## src/rtl/nvm_read_datapath.sv

```systemverilog
// Serial-out datapath of the NVM reader: captures a word on load, shifts it out MSB-first on shift.
// Optional even-parity check on each word is built when NVM_PARITY_EN is defined.
module nvm_read_datapath #(
    parameter int DATA_W = 8,
    parameter int ADDR_W = 4
) (
    input  logic              clk,
    input  logic              rst,
    input  logic              load,
    input  logic              shift,
    input  logic [DATA_W-1:0] nvm_rdata,
    input  logic              nvm_rpar,
    output logic [ADDR_W-1:0] nvm_addr,
    output logic              sdo,
    output logic              sdo_valid,
    output logic              word_done,
    output logic              last_word,
    output logic              busy,
    output logic              parity_err
);
    // state  | meaning
    // IDLE   | no word held; shift strobes are ignored
    // ACTIVE | word loaded, bits remain to be shifted out

    localparam int CNT_W = $clog2(DATA_W);

    typedef enum logic {IDLE, ACTIVE} state_t;

    state_t            state, state_nxt;
    logic [DATA_W-1:0] shreg;
    logic [CNT_W-1:0]  bit_cnt;
    logic              do_load, do_shift, final_bit;

    always_ff @(posedge clk or posedge rst) begin
        if (rst) state <= IDLE;
        else     state <= state_nxt;
    end

    // load has priority over shift in both states
    always_comb begin
        state_nxt = state;
        do_load   = load;
        do_shift  = 1'b0;
        final_bit = 1'b0;
        case (state)
            IDLE: begin
                if (load) state_nxt = ACTIVE;
            end
            ACTIVE: begin
                if (!load && shift) begin
                    do_shift  = 1'b1;
                    final_bit = (bit_cnt == CNT_W'(DATA_W - 1));
                    if (final_bit) state_nxt = IDLE;
                end
            end
            default: state_nxt = IDLE;
        endcase
    end

    assign busy = (state == ACTIVE);

    always_ff @(posedge clk or posedge rst) begin
        if (rst) begin
            shreg     <= '0;
            bit_cnt   <= '0;
            nvm_addr  <= '0;
            sdo       <= 1'b0;
            sdo_valid <= 1'b0;
            word_done <= 1'b0;
            last_word <= 1'b0;
        end else begin
            sdo_valid <= 1'b0;
            word_done <= 1'b0;
            last_word <= 1'b0;
            if (do_load) begin
                shreg   <= nvm_rdata;
                bit_cnt <= '0;
            end else if (do_shift) begin
                sdo       <= shreg[DATA_W-1];
                shreg     <= {shreg[DATA_W-2:0], 1'b0};
                bit_cnt   <= bit_cnt + CNT_W'(1);
                sdo_valid <= 1'b1;
                if (final_bit) begin
                    word_done <= 1'b1;
                    nvm_addr  <= nvm_addr + ADDR_W'(1);
                    last_word <= (nvm_addr == {ADDR_W{1'b1}});
                end
            end
        end
    end

`ifdef NVM_PARITY_EN
    logic par_cap, par_acc;

    always_ff @(posedge clk or posedge rst) begin
        if (rst) begin
            par_cap    <= 1'b0;
            par_acc    <= 1'b0;
            parity_err <= 1'b0;
        end else begin
            parity_err <= 1'b0;
            if (do_load) begin
                par_cap <= nvm_rpar;
                par_acc <= 1'b0;
            end else if (do_shift) begin
                par_acc <= par_acc ^ shreg[DATA_W-1];
                if (final_bit)
                    parity_err <= par_acc ^ shreg[DATA_W-1] ^ par_cap;
            end
        end
    end
`else
    logic unused_rpar;
    assign unused_rpar = nvm_rpar;
    assign parity_err  = 1'b0;
`endif

endmodule

```

## config.mk

```make
export PLATFORM = sky130hd
export DESIGN_NAME = nvm_read_datapath
export DESIGN_NICKNAME = d
export VERILOG_FILES = /design/src/rtl/nvm_read_datapath.sv
export SDC_FILE = /design/constraint.sdc
export NUM_CORES = 1
export LEC_CHECK = 0
export ABC_AREA = 1
export BUFFER_PORTS_ARGS = -buffer_cell sky130_fd_sc_hd__buf_2
export CAP_MARGIN = 20
export CORE_MARGIN = 2
export CORE_UTILIZATION = 28
export DETAILED_ROUTE_END_ITERATION = 6
export HOLD_SLACK_MARGIN = 0.15
export PLACE_DENSITY = 0.6
export SLEW_MARGIN = 20
export SYNTH_ARGS = -nofsm -noshare
export SYNTH_HDL_FRONTEND = slang
export SYNTH_SLANG_ARGS = --single-unit
```

## constraint.sdc

```tcl
create_clock -name clk -period 1.2 [get_ports clk]
set_input_delay 0 -clock clk [delete_from_list [all_inputs] [get_ports clk]]
set_output_delay 0 -clock clk [all_outputs]
set_load 0.02 [all_outputs]
```

**Word-level counts from Yosys, hierarchy flattened**

Cells that the tools add are included.

- Memories kept: 0
- Output and inout bits: 10
- Memory bits (read-only): 0
- Latch bits: 0
- Register bits: 20
- RAM bits: 0
- Logic and storage cells: 39

- Bitwise operators: 2
- Divide/modulo/power cells: 0
- Shifts and indexed selects: 0
- Magnitude comparators: 0
- Equality and inequality tests: 2
- Reductions and logical operators: 5
- Multiply operators: 0
- Multiplexer cells: 20
- $add $sub $neg: 2

Operator list:

| kind | count |
|---|---|
| 8-bit 2-to-1 mux | 2 |
| 1-bit 2-to-1 mux | 15 |
| 3-bit 2-to-1 mux | 2 |
| 4-bit by 1-bit adder with 4-bit output, second input constant | 1 |
| 4-bit == test, second input constant | 1 |
| 3-bit by 1-bit adder with 3-bit output, second input constant | 1 |
| 3-bit == test, second input constant | 1 |
| 3-bit AND reduction | 1 |
| 1-bit inverter | 2 |
| 1-bit case mux with 2 select lines | 1 |
| 2-bit AND reduction | 1 |
| 2-bit nonzero test | 1 |
| 1-bit logical AND | 1 |
| 1-bit zero test | 1 |

**Longest topological paths before layout**

- Depth after elaboration: 7
- Gate-level depth with buffers: 6

**Least setup slack after synthesis**

Ideal clock, no wire load.

- Path kind: register to register
- Start point: reg state, in the netlist busy
- End point: reg nvm_addr[2]
- Path buffers: 0
- Clock period less this slack: 1.101 ns
- Stages on the path, launching flop included: 6
- Data required time: 1.077 ns
- Arrival: 0.978 ns
- Slack: 0.099 ns
- Cell sequence: dfrtp_1 nand2_1 nor2_4 nand2_1 nand2_1 o21ai_1

- Word-level cells in the longest chain between the ends: 2
- Elaborated cells between the ends (all ways): 3
- Classes of those cells: 2 x mux; 1 x reduce/logical

RTL lines:

| item | RTL line | source |
|---|---|---|
| from (decl) | 29 | `state_t state, state_nxt;` |
| from (signal assigned) | 36 | `else state <= state_nxt;` |
| 1-bit 2-to-1 mux | 45 | `case (state)` |
| 3-bit AND reduction (no line) * | n/a |  |
| to (signal assigned) | 85 | `nvm_addr <= nvm_addr + ADDR_W'(1);` |
| to (decl) | 13 | `output logic [ADDR_W-1:0] nvm_addr,` |

Every way passes the cells marked *; elsewhere a longest branch is shown, timed or not.
A chain may end at the register's enable or synchronous reset.

**Worst setup path after layout**

- Start point: in nvm_rdata[2]
- End point: reg shreg[2]

- Word-level cells in the longest chain between the ends: 1

RTL lines:

| item | RTL line | source |
|---|---|---|
| from (decl) | 11 | `input logic [DATA_W-1:0] nvm_rdata,` |
| 8-bit 2-to-1 mux | 75 | `if (do_load) begin` |
| to (signal assigned) | 76 | `shreg <= nvm_rdata;` |
| to (signal assigned) | 80 | `shreg <= {shreg[DATA_W-2:0], 1'b0};` |
| to (decl) | 30 | `logic [DATA_W-1:0] shreg;` |

No other way between the ends.

==> flow_metrics.tcl <==
set metrics [dict create \
    boundaryPins 23 \
    reg2reg_setup_slack_ns 0.08 \
    power_density_nw_per_um2 963 \
    arrival_ns 1.36 \
    syn_area_um2 901 \
    vias 785 \
    finalHoldViolCount 0 \
    gr-usage-all-layers 0.107 \
    result_of_the_run "completed" \
    max_freq_ghz 0.849 \
    route.detailed.wl_per_inst_um 8.99 \
    drt_first_pass_iters 4 \
    setup_slack_ns 0.0225 \
    fp.dieH_um 60.7 \
    clock-skew-final_ns 0.00956 \
    synthesis.instances 102 \
    setup.worst_path.start "nvm_rdata[2]" \
    critical-path-slowest-cell "dlygate4sd3_1" \
    gpl.final_weighted_congestion 0.700 \
    grt_pass1_wl_mm 2.89 \
    num_cts_buffers 3 \
    hold_path_depth 4 \
    initial_antenna_violation_count 0 \
    drv_cap 0 \
    setup.worst_path.start_class "input pin" \
    largest_net_degree_at_the_start_of_global_routing 21 \
    cts.clk_slew.worst_paths_ns 0.11 \
    port_buf_inserts 20 \
    required_ns 1.38 \
    synth_cell_types 17 \
    crit_family "buffers and inverters" \
    die_w_um 60.7 \
    critical_path.cell_chain "dlygate4sd3_1 > buf_2 > nand2_1 > dlygate4sd3_1 > o211ai_1" \
    timing.setup.tns_ns 0 \
    initial_core_util 0.295 \
    htreeDepth 1 \
    critPathKind "input pin to flop" \
    design.core.area_um2 3050 \
    path_max_fanout 1 \
    finalPower_mw 1.21 \
    post-place-ws_ns 0.0298 \
    finalSetupViolations 0 \
    worst-r2r-cell-count 6 \
    ys_seq_elements 20 \
    critical_path.n_buffers_inverters 3 \
    die-area_um2 3690 \
    fraction_of_layout_cells_with_a_size_suffix_above_1 0.231 \
    final.period_utilization 0.981 \
    worstReg2RegStart "bit_cnt[0]" \
    dp_hpwl_mm 1.09 \
    dpl-instance-area_um2 1040 \
    syn_to_final_growth_pct 39.7 \
    path_length_in_cells_of_the_critical_path 5 \
    rsz_0062_raised_after_global_routing "false" \
    detail-route-antenna-nets 0 \
    first_iter_violations 30 \
    clkSinkCount 20 \
    num-nets-final 161 \
    count_of_placed_standard_cells_including_taps 165 \
    power.ir.vdd_worst_mv 0.737 \
    avgSynthCellArea_um2 8.83 \
    route.detailed.drc 0 \
    power_leakage_nw 0.640 \
    row_count 20 \
    cp_endpoint "shreg[2]" \
    drv_slew 0 \
    clock_insertion_delay_worst_skew_ns 0.29 \
    yosys_warnings 0 \
    max-clock-path-buffers 2 \
    synth-seq-area-share 0.556 \
    cts.root.buffer_cell "clkbuf_4" \
    routed_via_density 4.20 \
    finalCriticalPeriod_ns 1.18 \
    critical_path.max_stage_delay_ns 0.55 \
    r2r_end "nvm_addr[3]" \
    via_count_of_the_first_global_routing_pass 704 \
    worst_setup_path_end_kind "flop" \
    cp_common_cell "dlygate4sd3_1" \
    finish.cell_count_without_fillers 187 \
    tritoncts "built" \
    antenna-diode-count 0 \
    finalInstanceArea_um2 1260 \
    synth_nets 118 \
    aggregate_global_routing_overflow 0 \
    hold_class "input pin to flop" \
    wl_mm 1.68 \
]
## cells in the mapped netlist
| cell | n | area (um^2) |
|---|---|---|
| o21ai_0 | 1 | 5.00 |
| nand3_1 | 7 | 35.0 |
| inv_1 | 6 | 22.5 |
| buf_6 | 2 | 22.5 |
| ha_1 | 3 | 37.5 |
| o211ai_1 | 2 | 15.0 |
| nor2_4 | 2 | 22.5 |
| nand2_1 | 50 | 188 |
| xnor2_1 | 1 | 8.76 |
| dfrtp_1 | 20 | 500 |
| nor2_1 | 1 | 3.75 |
| inv_2 | 2 | 7.51 |
| nand4_1 | 1 | 6.26 |
| o21ai_1 | 1 | 5.00 |
| nand3_2 | 1 | 10.0 |
| buf_4 | 1 | 7.51 |
| conb_1 | 1 | 3.75 |
## cells in the final DEF (no fill, tap or decap)
cell type,Yosys,routed
nand3_2,1,1
nor2_4,2,2
inv_1,6,5
o21ai_1,1,1
o21ai_0,1,1
buf_4,1,2
ha_1,3,2
o211ai_1,2,2
clkbuf_4,0,3
conb_1,1,1
nand2_1,50,49
buf_2,0,20
dfrtp_1,20,20
nand4_1,1,1
ha_2,0,1
nor2_1,1,1
dlygate4sd3_1,0,19
xnor2_1,1,1
nand3_1,7,7
nand2_2,0,1
inv_2,2,3
## registers in the layout, indices dropped and copies added (netlist names)
signal     count
shreg          8
nvm_addr       4
bit_cnt        3
busy           1
last_word      1
sdo            1
sdo_valid      1
word_done      1
## area by class of cell
| cell class | instances | area, um^2 |
|---|---|---|
| Multi-Input combinational cell | 71 | 345 |
| Inverter | 8 | 30.0 |
| Clock buffer | 3 | 22.5 |
| Sequential cell | 20 | 500 |
| Tap cell | 44 | 55.1 |
| Timing Repair Buffer | 41 | 305 |
| Fill cell | 322 | 1790 |
## logic make-up (layout without fill, tap and decap cells)
family / after synthesis / in the layout / share of synthesized area
buffers and inverters: 11 / 52 / 0.0667
DFF: 20 / 20 / 0.556
other: 1 / 1 / 0.00416
and+or+nand+nor: 62 / 62 / 0.294
adders and majority gates: 3 / 3 / 0.0417
AOI/OAI and AO/OA: 4 / 4 / 0.0278
xor gates and xnor gates: 1 / 1 / 0.00972
## worst min-delay path: stages
cell and delay, ns:
buf_2 0.21, nor2_4 0.06, nand2_2 0.11, nor2_1 0.05
## per-stage QoR
| step | utilization | hold slack, ns |
|---|---|---|
| after floorplan | - | -0.0362 |
| after global placement | 0.341 | 0.0364 |
| after detailed placement | 0.341 | 0.0361 |
| after CTS | 0.411 | 0.159 |
| after global routing | 0.412 | 0.194 |
| final | 0.412 | 0.176 |
## metal layers
| metal | global-route usage | part of all wire |
|---|---|---|
| met3 | 0.0448 | 0.057 |
| met2 | 0.190 | 0.50 |
| met5 | 0 | 0 |
| met1 | 0.125 | 0.44 |
| met4 | 0.00932 | 0 |
## timing repair
item	in CTS	in global routing
setup endpoints to repair	1	5
hold endpoints to repair	35	0
resized for setup	1	2
setup buffers	0	0
gates cloned	0	0
hold buffers	19	0
pin swaps	0	2
## power by group
| group | total [mW] | leakage, nW | internal, mW | switching [mW] |
|---|---|---|---|---|
| Combinational | 0.177 | 0.370 | 0.0892 | 0.0878 |
| Clock | 0.301 | 0.0138 | 0.117 | 0.185 |
| Sequential | 0.734 | 0.257 | 0.714 | 0.0203 |
| Total | 1.21 | 0.640 | 0.920 | 0.293 |
## how the worst min path moves through the flow
stage | startpoint | to | slack, ns
final | load | last_word | 0.18
after global routing | load | sdo_valid | 0.19
after CTS | load | last_word | 0.16
after detailed placement | rst | word_done | 0.04
after global placement | rst | last_word | 0.04
after floorplan | rst | bit_cnt[0] | -0.04
Power figures use the tool's default switching activity.
